`config.mk`:
```
export PLATFORM = sky130hd
export DESIGN_NAME = cpu_core
export DESIGN_NICKNAME = d
export VERILOG_FILES = /design/src/rtl/cpu_pkg.sv /design/src/rtl/cpu_alu.sv /design/src/rtl/cpu_core.sv
export SDC_FILE = /design/constraint.sdc
export NUM_CORES = 1
export LEC_CHECK = 0
export BUFFER_PORTS_ARGS = -buffer_cell sky130_fd_sc_hd__buf_2
export CAP_MARGIN = 20
export CORE_MARGIN = 4
export CORE_UTILIZATION = 45
export CTS_CLUSTER_SIZE = 25
export DETAILED_ROUTE_END_ITERATION = 10
export SLEW_MARGIN = 20
export SYNTH_ARGS = -nofsm -noshare
export SYNTH_HDL_FRONTEND = slang
export SYNTH_SLANG_ARGS = --single-unit
```
`constraint.sdc`:
```
create_clock -name clock -period 5.2 [get_ports clock]
set_input_delay 0.78 -clock clock [delete_from_list [all_inputs] [get_ports clock]]
set_output_delay 0.78 -clock clock [all_outputs]
set_load 0.05 [all_outputs]
```
`src/rtl/cpu_pkg.sv`:
```
// Shared definitions for the multi-cycle cpu_core: instruction field positions,
// opcode/aluop encodings, FSM states and overflow status codes.
package cpu_pkg;

  typedef enum logic [2:0] {
    S_FETCH,
    S_DECODE,
    S_EXEC,
    S_MEM,
    S_WB
  } state_t;

  localparam int OPC_LSB   = 27;
  localparam int RD_LSB    = 22;
  localparam int RS_LSB    = 17;
  localparam int RT_LSB    = 12;
  localparam int SHAMT_LSB = 7;
  localparam int ALUOP_LSB = 2;

  localparam logic [4:0] OP_RTYPE = 5'b00000;
  localparam logic [4:0] OP_J     = 5'b00001;
  localparam logic [4:0] OP_BNE   = 5'b00010;
  localparam logic [4:0] OP_JAL   = 5'b00011;
  localparam logic [4:0] OP_JR    = 5'b00100;
  localparam logic [4:0] OP_ADDI  = 5'b00101;
  localparam logic [4:0] OP_BLT   = 5'b00110;
  localparam logic [4:0] OP_SW    = 5'b00111;
  localparam logic [4:0] OP_LW    = 5'b01000;
  localparam logic [4:0] OP_SETX  = 5'b10101;
  localparam logic [4:0] OP_BEX   = 5'b10110;

  localparam logic [4:0] ALU_ADD = 5'b00000;
  localparam logic [4:0] ALU_SUB = 5'b00001;
  localparam logic [4:0] ALU_AND = 5'b00010;
  localparam logic [4:0] ALU_OR  = 5'b00011;
  localparam logic [4:0] ALU_SLL = 5'b00100;
  localparam logic [4:0] ALU_SRA = 5'b00101;

  localparam logic [4:0] REG_STATUS = 5'd30;
  localparam logic [4:0] REG_LINK   = 5'd31;

  localparam logic [31:0] OVF_ADD  = 32'd1;
  localparam logic [31:0] OVF_ADDI = 32'd2;
  localparam logic [31:0] OVF_SUB  = 32'd3;

  function automatic logic [31:0] sext_imm(input logic [31:0] ins);
    return {{15{ins[16]}}, ins[16:0]};
  endfunction

endpackage

```
`src/rtl/cpu_alu.sv`:
```
// Combinational ALU: add/sub/and/or/sll/sra plus the compare flags used by
// the branch logic (flags are independent of the selected operation).
module cpu_alu
  import cpu_pkg::*;
(
  input  logic [31:0] a,
  input  logic [31:0] b,
  input  logic [4:0]  op,
  input  logic [4:0]  shamt,
  output logic [31:0] result,
  output logic        ovf,
  output logic        neq,
  output logic        lt
);

  logic [31:0] sum;
  logic [31:0] diff;

  always_comb begin
    sum    = a + b;
    diff   = a - b;
    result = '0;
    ovf    = 1'b0;
    case (op)
      ALU_ADD: begin
        result = sum;
        ovf    = (a[31] == b[31]) && (sum[31] != a[31]);
      end
      ALU_SUB: begin
        result = diff;
        ovf    = (a[31] != b[31]) && (diff[31] != a[31]);
      end
      ALU_AND: result = a & b;
      ALU_OR:  result = a | b;
      ALU_SLL: result = a << shamt;
      ALU_SRA: result = $signed(a) >>> shamt;
      default: ;
    endcase
  end

  assign neq = (a != b);
  assign lt  = ($signed(a) < $signed(b));

endmodule

```
`src/rtl/cpu_core.sv`:
```
// Multi-cycle core: FETCH -> DECODE -> EXEC -> {MEM} -> {WB}. Only PC and FSM
// state are held here; registers live in the external regfile, data in RAM.
module cpu_core
  import cpu_pkg::*;
(
  input  logic        clock,
  input  logic        reset,
  output logic [31:0] address_imem,
  input  logic [31:0] q_imem,
  output logic        ctrl_writeEnable,
  output logic [4:0]  ctrl_writeReg,
  output logic [4:0]  ctrl_readRegA,
  output logic [4:0]  ctrl_readRegB,
  output logic [31:0] data_writeReg,
  input  logic [31:0] data_readRegA,
  input  logic [31:0] data_readRegB,
  output logic        wren,
  output logic [31:0] address_dmem,
  output logic [31:0] data,
  input  logic [31:0] q_dmem
);

  state_t      state_reg;
  logic [31:0] pc_reg;
  logic        wren_reg;
  logic        we_reg;
  logic [4:0]  wreg_reg;
  logic [31:0] wdata_reg;
  logic [31:0] daddr_reg;
  logic [31:0] ddata_reg;

  logic [4:0]  opcode, rd, rs, rt, shamt, aluop;
  logic [31:0] imm_n, tgt, pc_inc, pc_branch;
  logic        is_rtype_alu;

  assign opcode       = q_imem[OPC_LSB +: 5];
  assign rd           = q_imem[RD_LSB +: 5];
  assign rs           = q_imem[RS_LSB +: 5];
  assign rt           = q_imem[RT_LSB +: 5];
  assign shamt        = q_imem[SHAMT_LSB +: 5];
  assign aluop        = q_imem[ALUOP_LSB +: 5];
  assign imm_n        = sext_imm(q_imem);
  assign tgt          = {5'd0, q_imem[26:0]};
  assign pc_inc       = pc_reg + 32'd1;
  assign pc_branch    = pc_reg + 32'd1 + imm_n;
  assign is_rtype_alu = (opcode == OP_RTYPE) && (aluop <= ALU_SRA);

  // Read indices are held at zero during FETCH so reset leaves every output at 0.
  always_comb begin
    ctrl_readRegA = '0;
    ctrl_readRegB = '0;
    if (state_reg != S_FETCH) begin
      ctrl_readRegA = (opcode == OP_BEX) ? REG_STATUS : rs;
      case (opcode)
        OP_RTYPE:                     ctrl_readRegB = rt;
        OP_SW, OP_BNE, OP_BLT, OP_JR: ctrl_readRegB = rd;
        default: ;
      endcase
    end
  end

  logic [31:0] alu_b, alu_result;
  logic [4:0]  alu_op;
  logic        alu_ovf, alu_neq, alu_lt;

  assign alu_op = (opcode == OP_ADDI) ? ALU_ADD : aluop;
  assign alu_b  = (opcode == OP_ADDI) ? imm_n : data_readRegB;

  cpu_alu u_alu (
    .a      (data_readRegA),
    .b      (alu_b),
    .op     (alu_op),
    .shamt  (shamt),
    .result (alu_result),
    .ovf    (alu_ovf),
    .neq    (alu_neq),
    .lt     (alu_lt)
  );

  logic        wb_valid;
  logic [4:0]  wb_reg;
  logic [31:0] wb_val;

  always_comb begin
    wb_valid = 1'b0;
    wb_reg   = rd;
    wb_val   = alu_result;
    if (is_rtype_alu || opcode == OP_ADDI) begin
      wb_valid = 1'b1;
      if (alu_ovf) begin
        wb_reg = REG_STATUS;
        wb_val = (opcode == OP_ADDI) ? OVF_ADDI : ((aluop == ALU_SUB) ? OVF_SUB : OVF_ADD);
      end
    end else if (opcode == OP_SETX) begin
      wb_valid = 1'b1;
      wb_reg   = REG_STATUS;
      wb_val   = tgt;
    end else if (opcode == OP_JAL) begin
      wb_valid = 1'b1;
      wb_reg   = REG_LINK;
      wb_val   = pc_inc;
    end
  end

  // ALU sees a = rs, b = rd for branches, so "rd < rs" is "a > b".
  logic [31:0] exec_pc;
  always_comb begin
    exec_pc = pc_inc;
    case (opcode)
      OP_J:   exec_pc = tgt;
      OP_BNE: if (alu_neq) exec_pc = pc_branch;
      OP_BLT: if (alu_neq && !alu_lt) exec_pc = pc_branch;
      OP_JR:  exec_pc = data_readRegB;
      OP_BEX: if (data_readRegA != 32'd0) exec_pc = tgt;
      default: ;
    endcase
  end

  always_ff @(posedge clock or negedge reset) begin
    if (!reset) begin
      state_reg <= S_FETCH;
      pc_reg    <= '0;
      wren_reg  <= 1'b0;
      we_reg    <= 1'b0;
      wreg_reg  <= '0;
      wdata_reg <= '0;
      daddr_reg <= '0;
      ddata_reg <= '0;
    end else begin
      wren_reg <= 1'b0;
      we_reg   <= 1'b0;
      case (state_reg)
        S_FETCH: state_reg <= S_DECODE;
        S_DECODE: begin
          daddr_reg <= data_readRegA + imm_n;
          ddata_reg <= data_readRegB;
          state_reg <= S_EXEC;
        end
        S_EXEC: begin
          if (wb_valid) begin
            we_reg    <= (wb_reg != 5'd0);
            wreg_reg  <= wb_reg;
            wdata_reg <= wb_val;
            state_reg <= S_WB;
          end else if (opcode == OP_SW) begin
            wren_reg  <= 1'b1;
            state_reg <= S_MEM;
          end else if (opcode == OP_LW) begin
            state_reg <= S_MEM;
          end else begin
            pc_reg    <= exec_pc;
            state_reg <= S_FETCH;
          end
        end
        S_MEM: begin
          if (opcode == OP_LW) begin
            we_reg    <= (rd != 5'd0);
            wreg_reg  <= rd;
            state_reg <= S_WB;
          end else begin
            pc_reg    <= pc_inc;
            state_reg <= S_FETCH;
          end
        end
        S_WB: begin
          pc_reg    <= (opcode == OP_JAL) ? tgt : pc_inc;
          state_reg <= S_FETCH;
        end
        default: state_reg <= S_FETCH;
      endcase
    end
  end

  assign address_imem     = pc_reg;
  assign wren             = wren_reg;
  assign ctrl_writeEnable = we_reg;
  assign ctrl_writeReg    = wreg_reg;
  // Load data only arrives from the RAM during WB, so it bypasses the register.
  assign data_writeReg    = (state_reg == S_WB && opcode == OP_LW) ? q_dmem : wdata_reg;
  assign address_dmem     = daddr_reg;
  assign data             = ddata_reg;

endmodule

```
==> After elaboration in Yosys (flattened, before gate mapping) <==
Cells that the tools add are included.
{ "word_totals": {"ff_bits": 138, "input_bits": 130, "out_inout_bits": 145, "word_cells": 116} }
{ "classes": {"n_addsub": 5, "magnitude_cmp": 2, "eq_ne": 31, "shifts": 2, "n_mux": 46, "bitwise": 2, "n_reduce_logical": 20} }
{ "ops": {"columns": ["operator", "count"], "rows": [
  ["$mux W32", 14],
  ["$pmux W32 S6", 1],
  ["$pmux W32 S5", 1],
  ["$add A32 B32 Y32", 3],
  ["$pmux W32 S3", 1],
  ["$mux W5", 10],
  ["$add A32 B1 Y32 const B", 1],
  ["$and A32 B32 Y32", 1],
  ["$lt A32 B32 Y1", 1],
  ["$ne A32 B32 Y1", 1],
  ["$or A32 B32 Y32", 1],
  ["$reduce_bool A32 Y1", 1],
  ["$shl A32 B5 Y32", 1],
  ["$sshr A32 B5 Y32", 1],
  ["$sub A32 B32 Y32", 1],
  ["$eq A5 B3 Y1 const B", 6],
  ["$eq A5 B2 Y1 const B", 4],
  ["$pmux W5 S2", 2],
  ["$eq A5 B1 Y1 const B", 3],
  ["$ne A2 B2 Y1 const B", 6],
  ["$pmux W3 S4", 1],
  ["$eq A5 B5 Y1 const B", 2],
  ["$logic_not A5 Y1", 2],
  ["$reduce_bool A5 Y1", 2],
  ["21 further kinds", 41]
]} }

==> Depth between registers and ports, before layout <==
{ "logic_depth": {"ltp_word": 11, "ltp_mapped": 22, "depth_no_buf": 18} }

==> Modules after synthesis <==
From an unflattened synthesis, not the netlist that was laid out.
{ "hier_totals": {"cells_unflattened": 2717, "hier_area_um2": 19994.2} }
{ "by_module_without_submodules": {"columns": ["mod", "n_inst", "cells_per_inst", "area_per_inst_um2", "seq_area_each_um2"], "rows": [
  ["cpu_core", 1, 1454, 11488.5, 3453.3],
  ["cpu_alu", 1, 1263, 8505.7, 0.0]
]} }

==> Worst setup path before layout <==
OpenSTA, ideal clock, no wires.
{ "synth_path": {"path_kind": "input to register", "startpoint": "input port q_imem[28]", "endpoint": "register wdata_reg[6]", "setup_time_ns": 0.131, "arrival_time_ns": 4.764, "required_time_ns": 5.069, "slack_ns": 0.304, "stages": 20, "n_path_buf": 5, "path_cell_list": "buf_2 -> or3b_4 -> or2_1 -> buf_2 -> clkbuf_1 -> buf_1 -> a21o_1 -> inv_1 -> ha_1 -> a211oi_1 -> o211ai_2 -> a31oi_2 -> a21oi_2 -> a31oi_4 -> o221ai_2 -> mux2i_1 -> and3_1 -> buf_4 -> a222oi_1 -> o21ai_1"} }
{ "synth_via": {"elab_chain_len": 8, "word_cells_on_any_way": 34, "classes_between": "add/sub: 2; eq/ne: 12; mux: 11; bitwise: 2; reduce/logical: 7"} }
{ "synth_lines": {"columns": ["element", "line", "source"], "rows": [
  ["start: declaration", "cpu_core.sv:9", "input logic [31:0] q_imem,"],
  ["$eq A5 B3 Y1", "cpu_core.sv:66, cpu_core.sv:67, cpu_core.sv:88", null],
  ["$mux W32", "cpu_core.sv:67", "assign alu_b = (opcode == OP_ADDI) ? imm_n : data_readRegB;"],
  ["$sub A32 B32 Y32 / $add A32 B32 Y32 (equally long branches)", "cpu_alu.sv:21, cpu_alu.sv:20", null],
  ["$ne A1 B1 Y1, on equally long branches", "cpu_alu.sv:31, cpu_alu.sv:27", null],
  ["$logic_and A1 B1 Y1, on equally long branches", "cpu_alu.sv:31, cpu_alu.sv:27", null],
  ["$pmux W1 S2", "cpu_alu.sv:24", "case (op)"],
  ["$mux W32", "cpu_core.sv:90", "if (alu_ovf) begin"],
  ["$mux W32", "cpu_core.sv:88", "if (is_rtype_alu || opcode == OP_ADDI) begin"],
  ["end signal: assignment", "cpu_core.sv:143", "wdata_reg <= wb_val;"],
  ["end: declaration", "cpu_core.sv:28", "logic [31:0] wdata_reg;"]
]} }
Parallel ways exist; a longest one is shown, timed or not.
A chain may end at the register's enable or synchronous reset.

==> Final worst setup path <==
{ "layout_path": {"startpoint": "input port q_imem[27]", "endpoint": "register pc_reg[3] (netlist: address_imem[3])"} }
{ "layout_via": {"elab_chain_len": 11, "word_cells_on_any_way": 34, "classes_between": "order compare: 1; eq/ne: 15; mux: 12; reduce/logical: 6"} }
{ "layout_lines": {"columns": ["element", "line", "source"], "rows": [
  ["$eq A5 B3 Y1", "cpu_core.sv:67, cpu_core.sv:88", null],
  ["$mux W32", "cpu_core.sv:67", null],
  ["$lt A32 B32 Y1", "cpu_alu.sv:42", "assign lt = ($signed(a) < $signed(b));"],
  ["$logic_not A1 Y1", "cpu_core.sv:112", "OP_BLT: if (alu_neq && !alu_lt) exec_pc = pc_branch;"],
  ["$logic_and A1 B1 Y1", "cpu_core.sv:112", null],
  ["$mux W32", "cpu_core.sv:112", null],
  ["$pmux W32 S5", "cpu_core.sv:109", "case (opcode)"],
  ["$mux W32", "cpu_core.sv:148", "end else if (opcode == OP_LW) begin"],
  ["$mux W32", "cpu_core.sv:145", "end else if (opcode == OP_SW) begin"],
  ["$mux W32", "cpu_core.sv:140", "if (wb_valid) begin"],
  ["$pmux W32 S3", "cpu_core.sv:132", "case (state_reg)"],
  ["end signal: assignment", "cpu_core.sv:151", "pc_reg <= exec_pc;"],
  ["end signal: assignment", "cpu_core.sv:161", "pc_reg <= pc_inc;"],
  ["end signal: assignment", "cpu_core.sv:166", "pc_reg <= (opcode == OP_JAL) ? tgt : pc_inc;"],
  ["end: declaration", "cpu_core.sv:24", "logic [31:0] pc_reg;"]
]} }
Parallel ways exist; a longest one is shown, timed or not. The select of a mux whose other input is x is not followed.

==> impl_summary.md <==
Setup path
The endpoint required time on the critical path is 5.55 ns. The sum of buffers and inverters on the critical path is 6. Walking the worst path, the cells encountered are buf_2 -> or3b_4 -> nor2_4 -> and2_1 -> buf_4 -> a21o_1 -> inv_1 -> ha_1 -> inv_1 -> a21oi_1 -> o31ai_1 -> a21oi_1 -> buf_4 -> o21ai_0 -> nor3_1 -> buf_4 -> or2_1 -> mux2_2 -> a21oi_1 -> o22ai_1. The kind of end point of the critical path is a register. The timing startpoint of the critical path is q_imem[27].

The capturing instance or port of the critical path is address_imem[3]. The cell count along the critical path is 20. The endpoint arrival time on the critical path is 5.31 ns. The longest individual stage delay on the worst path is 0.53 ns. The type of the worst setup path is in2reg. In this run the worst path has a maximum fanout of 11.

Broken down by cell family, the worst path's largest delay share belongs to compound AO/OA/AOI/OAI gates. The origin of the critical flop-to-flop path is address_imem[1]. STA classifies the critical path startpoint as an input port. The standard cell with the maximum stage delay on the critical path is ha_1. The worst register-to-register path ends at address_imem[28]. The worst register-to-register path has a setup slack of 0.33 ns. The worst register-to-register path has a depth of 17.

CTS
Clock tree synthesis selected as its root buffer the cell clkbuf_16. The total of cells resized after clock tree synthesis is 0. The number of setup buffers added after CTS is 0. TritonCTS created 17 clock buffers. Clock tree synthesis found a total of 138 sinks.

The number of hold buffers added after cts is 0. The later pin in the worst-skew pair is clocked with a latency of 0.47 ns. The clock passes through at most 2 buffers. The H-tree generated during clock tree synthesis spans 4 levels. TritonCTS built the clock tree. After clock tree synthesis, the clock-pin slew on the worst setup and hold paths is 0.07 ns.

Placement
The routability-driven placement congestion ratio is 1.07. The HPWL after detailed placement is 83,600 um. The number of instances in the placed design is 3,630. The count of buffers added on input and output ports is 274.

Synth
The synthesized design contains 138 register bits. Yosys mapped a number of flops with a built-in enable equal to 0. The primary flip-flop cell chosen by synthesis mapping is dfrtp_1. For this run, asynchronously set or reset flops after synthesis account for 1.00. The share of synthesized area occupied by flip-flops and latches is 0.167.

The number of nets in the synthesized netlist is 3,050. The mean instance size in the synthesized netlist is 7.52 um2. The total number of yosys warnings is 0. The cell area that synthesis handed to floorplanning was 20,700 um2.

Counting every instance in the synthesized netlist gives 2,747. After synthesis, the netlist uses 103 different library cells.

Pwr
In this run the static leakage power is 10.9 nW. In this run the power density over the cells is 436 nW/um2. The switching component of the power is 0.00597 W. The fraction of power spent switching nets is 0.568. The power share of the clock group is 0.126. The share of total power dissipated in combinational logic is 0.679.

After layout, the design draws a total of 0.0105 W. The power share of the sequential group is 0.195. The internal portion of total power is 0.00454 W. IR analysis of the VDD net gives a maximum drop of 0.500 mV.

Detailed routing
The wire length after detailed routing is 105,000 um. For this run, the detailed router's first-pass iteration total came to 6. The count of nets left with antenna violations once routing finished came out at 0. The initial detailed-routing violation count is 3,184.

In the final routed layout, each cell accounts on average for 28.7 um. Across all layers, the routed design uses 24,500 vias. The remaining routing DRC violations is 0. Using the TritonRoute via totals, the vias-per-cell ratio works out to 6.68.

GRT
Global routing finished with a remaining overflow of 0. The largest net degree at the start of global routing is 90. The initial antenna violation count was 5. The global router's overall resource usage is 0.405. The number of global-route vias before repair is 22,800.

The first global-routing pass estimated 153,000 um of wire.

Floorplanning
The core area is 45,400 um2. After floorplanning, the core was divided into 78 placement rows. The initial utilization of the core area, before any placement, comes to 0.455. The floorplan step set the die height to 222 um.

275 I/O pins were placed. The die area is 49,400 um2. The width of the chip is 222 um.

STA
Between clock sinks in the finished design, the worst skew comes to 0.0103 ns. The number of hold violations in the final report is 0. The ratio of final minimum period to clock period is 0.953. Timing would allow up to 202 MHz. Setup violations remaining at the end of the flow were counted as 0. Setup repair after global routing left no endpoint under its margin. The worst slew margin relative to its limit is 0.256. At the pin with the least slew margin, the transition time is 1.12 ns.

The max-slew violation count was 0. The final critical path time including I/O delays and setup is 4.96 ns.

Finish
In the final layout, the share of cells above drive strength 1 is 0.215. The count of non-filler cells in the finished layout is 3,663. The area growth from synthesis to layout is 16.6%.

The number of nets in the final layout is 3,352.

Worst hold path
The worst hold path class is in2async.

Run status
The flow ran to the end, and the final reports show no timing, DRC or antenna violations.

Job
Max-cap violations in this run came to 0.
==> layout make-up <==
cell class	instances	area (um2)
antenna	1	2.50
inverter	144	542
fill	4485	21300
multi-input combinational	2290	15900
clock buffer	17	425
sequential	138	3450
tap	600	751
clock inverter	15	178
timing repair buffer	458	2810
==> layout by cell type (no fill, tap or decap), drive strengths merged, types with 26 or more instances in the layout <==
cell,n
o21ai,225
nor4,31
a211oi,50
nand2,295
o211ai,41
a21o,56
a21oi,203
inv,151
o21a,26
nand3,58
mux2,90
ha,169
xor2,42
buf,458
nor3,57
nor2,262
o22ai,31
a221oi,73
xnor2,56
a31oi,39
mux2i,104
dfrtp,138
==> per-layer routing <==
layer,global-route usage,share of wire,up-vias
li1,-,-,10800
met1,0.542,0.40,11700
met2,0.602,0.42,1536
met3,0.0884,0.10,339
met4,0.232,0.071,8
met5,0,0.00051,-
==> synth_stat cells, types with 16 or more instances <==
library cell    n  area, um2
a211oi_1       48        360
a21o_1         56        420
a21oi_1       199        996
a221o_1        21        210
a221oi_1       71        622
a22oi_1        18        135
a31oi_1        37        231
and2_1         23        144
and3_1         20        125
buf_1          21       78.8
buf_2          48        240
clkbuf_1       96        360
dfrtp_1       138       3450
ha_1          169       2110
inv_1         142        533
mux2_2         90       1010
mux2i_1       104       1040
nand2_1       292       1100
nand2b_1       25        156
nand3_1        58        290
nand4_1        16        100
nor2_1        259        972
nor2b_1        22        138
nor3_1         53        265
nor4_1         27        169
o211ai_1       40        300
o21a_1         26        195
o21ai_0       210       1050
o221ai_1       20        175
o22ai_1        31        194
or3_1          20        125
xnor2_1        56        490
xor2_1         42        368
==> worst min-delay path by stage <==
stage	cells past startpoint	endpoint	slack, ns	start
floorplan	2	wdata_reg[27]	0.44	wdata_reg[27]
global placement	2	address_dmem[22]	0.46	address_dmem[22]
detailed placement	1	ctrl_writeReg[0]	0.47	ctrl_writeReg[0]
CTS	1	address_imem[6]	0.37	reset
global route	1	address_imem[6]	0.38	reset
finish	1	address_imem[6]	0.33	reset
==> cells by family (layout without fill, tap and decap cells) <==
logic type | count (synthesis) | after routing | synth area share
adders and majority gates | 173 | 173 | 0.106
and+or+nand+nor | 872 | 872 | 0.197
DFF | 138 | 138 | 0.167
AOI/OAI and AO/OA | 938 | 938 | 0.309
xor gates and xnor gates | 98 | 98 | 0.0416
buffers and inverters | 319 | 634 | 0.0633
other | 0 | 1 | 0
muxes | 209 | 209 | 0.116
==> power groups by stage <==
stage | combinational (W) | clock, W | sequential (W)
after floorplan | 0.00369 | 0 | 0.00324
after global placement | 0.00693 | 0 | 0.00203
after detailed placement | 0.00698 | 0 | 0.00205
after CTS | 0.00701 | 0.00132 | 0.00203
after global routing | 0.00754 | 0.00137 | 0.00210
final | 0.00714 | 0.00132 | 0.00205
==> stage by stage <==
step | worst slack, ns | utilization | hold slack, ns | TNS (ns) | instance area, um2
2_1_floorplan | 0.304 | - | 0.444 | 0 | 20700
3_5_place_dp | -0.0720 | 0.518 | 0.465 | -0.260 | 23500
3_3_place_gp | -0.0693 | 0.518 | 0.456 | -0.431 | 23500
4_1_cts | 0.411 | 0.531 | 0.368 | 0 | 24100
6_report | 0.243 | 0.531 | 0.325 | 0 | 24100
5_1_grt | 0.0721 | 0.531 | 0.377 | 0 | 24100
==> worst register-to-register path: stages, from the launching register on <==
cell and delay (ns):
dfrtp_1 0.47, ha_1 0.24, nand3_1 0.20, or2_2 0.42, nor2_1 0.25, nand2_1 0.12, xor2_1 0.15, inv_1 0.12
ha_1 0.41, nand4_1 0.18, nor2_1 0.24, nand4_1 0.19, a31oi_1 0.39, o21ai_0 0.18, a21oi_1 0.27, a21oi_1 0.15
or4b_2 0.64, a31oi_1 0.17
Power figures use the tool's default switching activity.
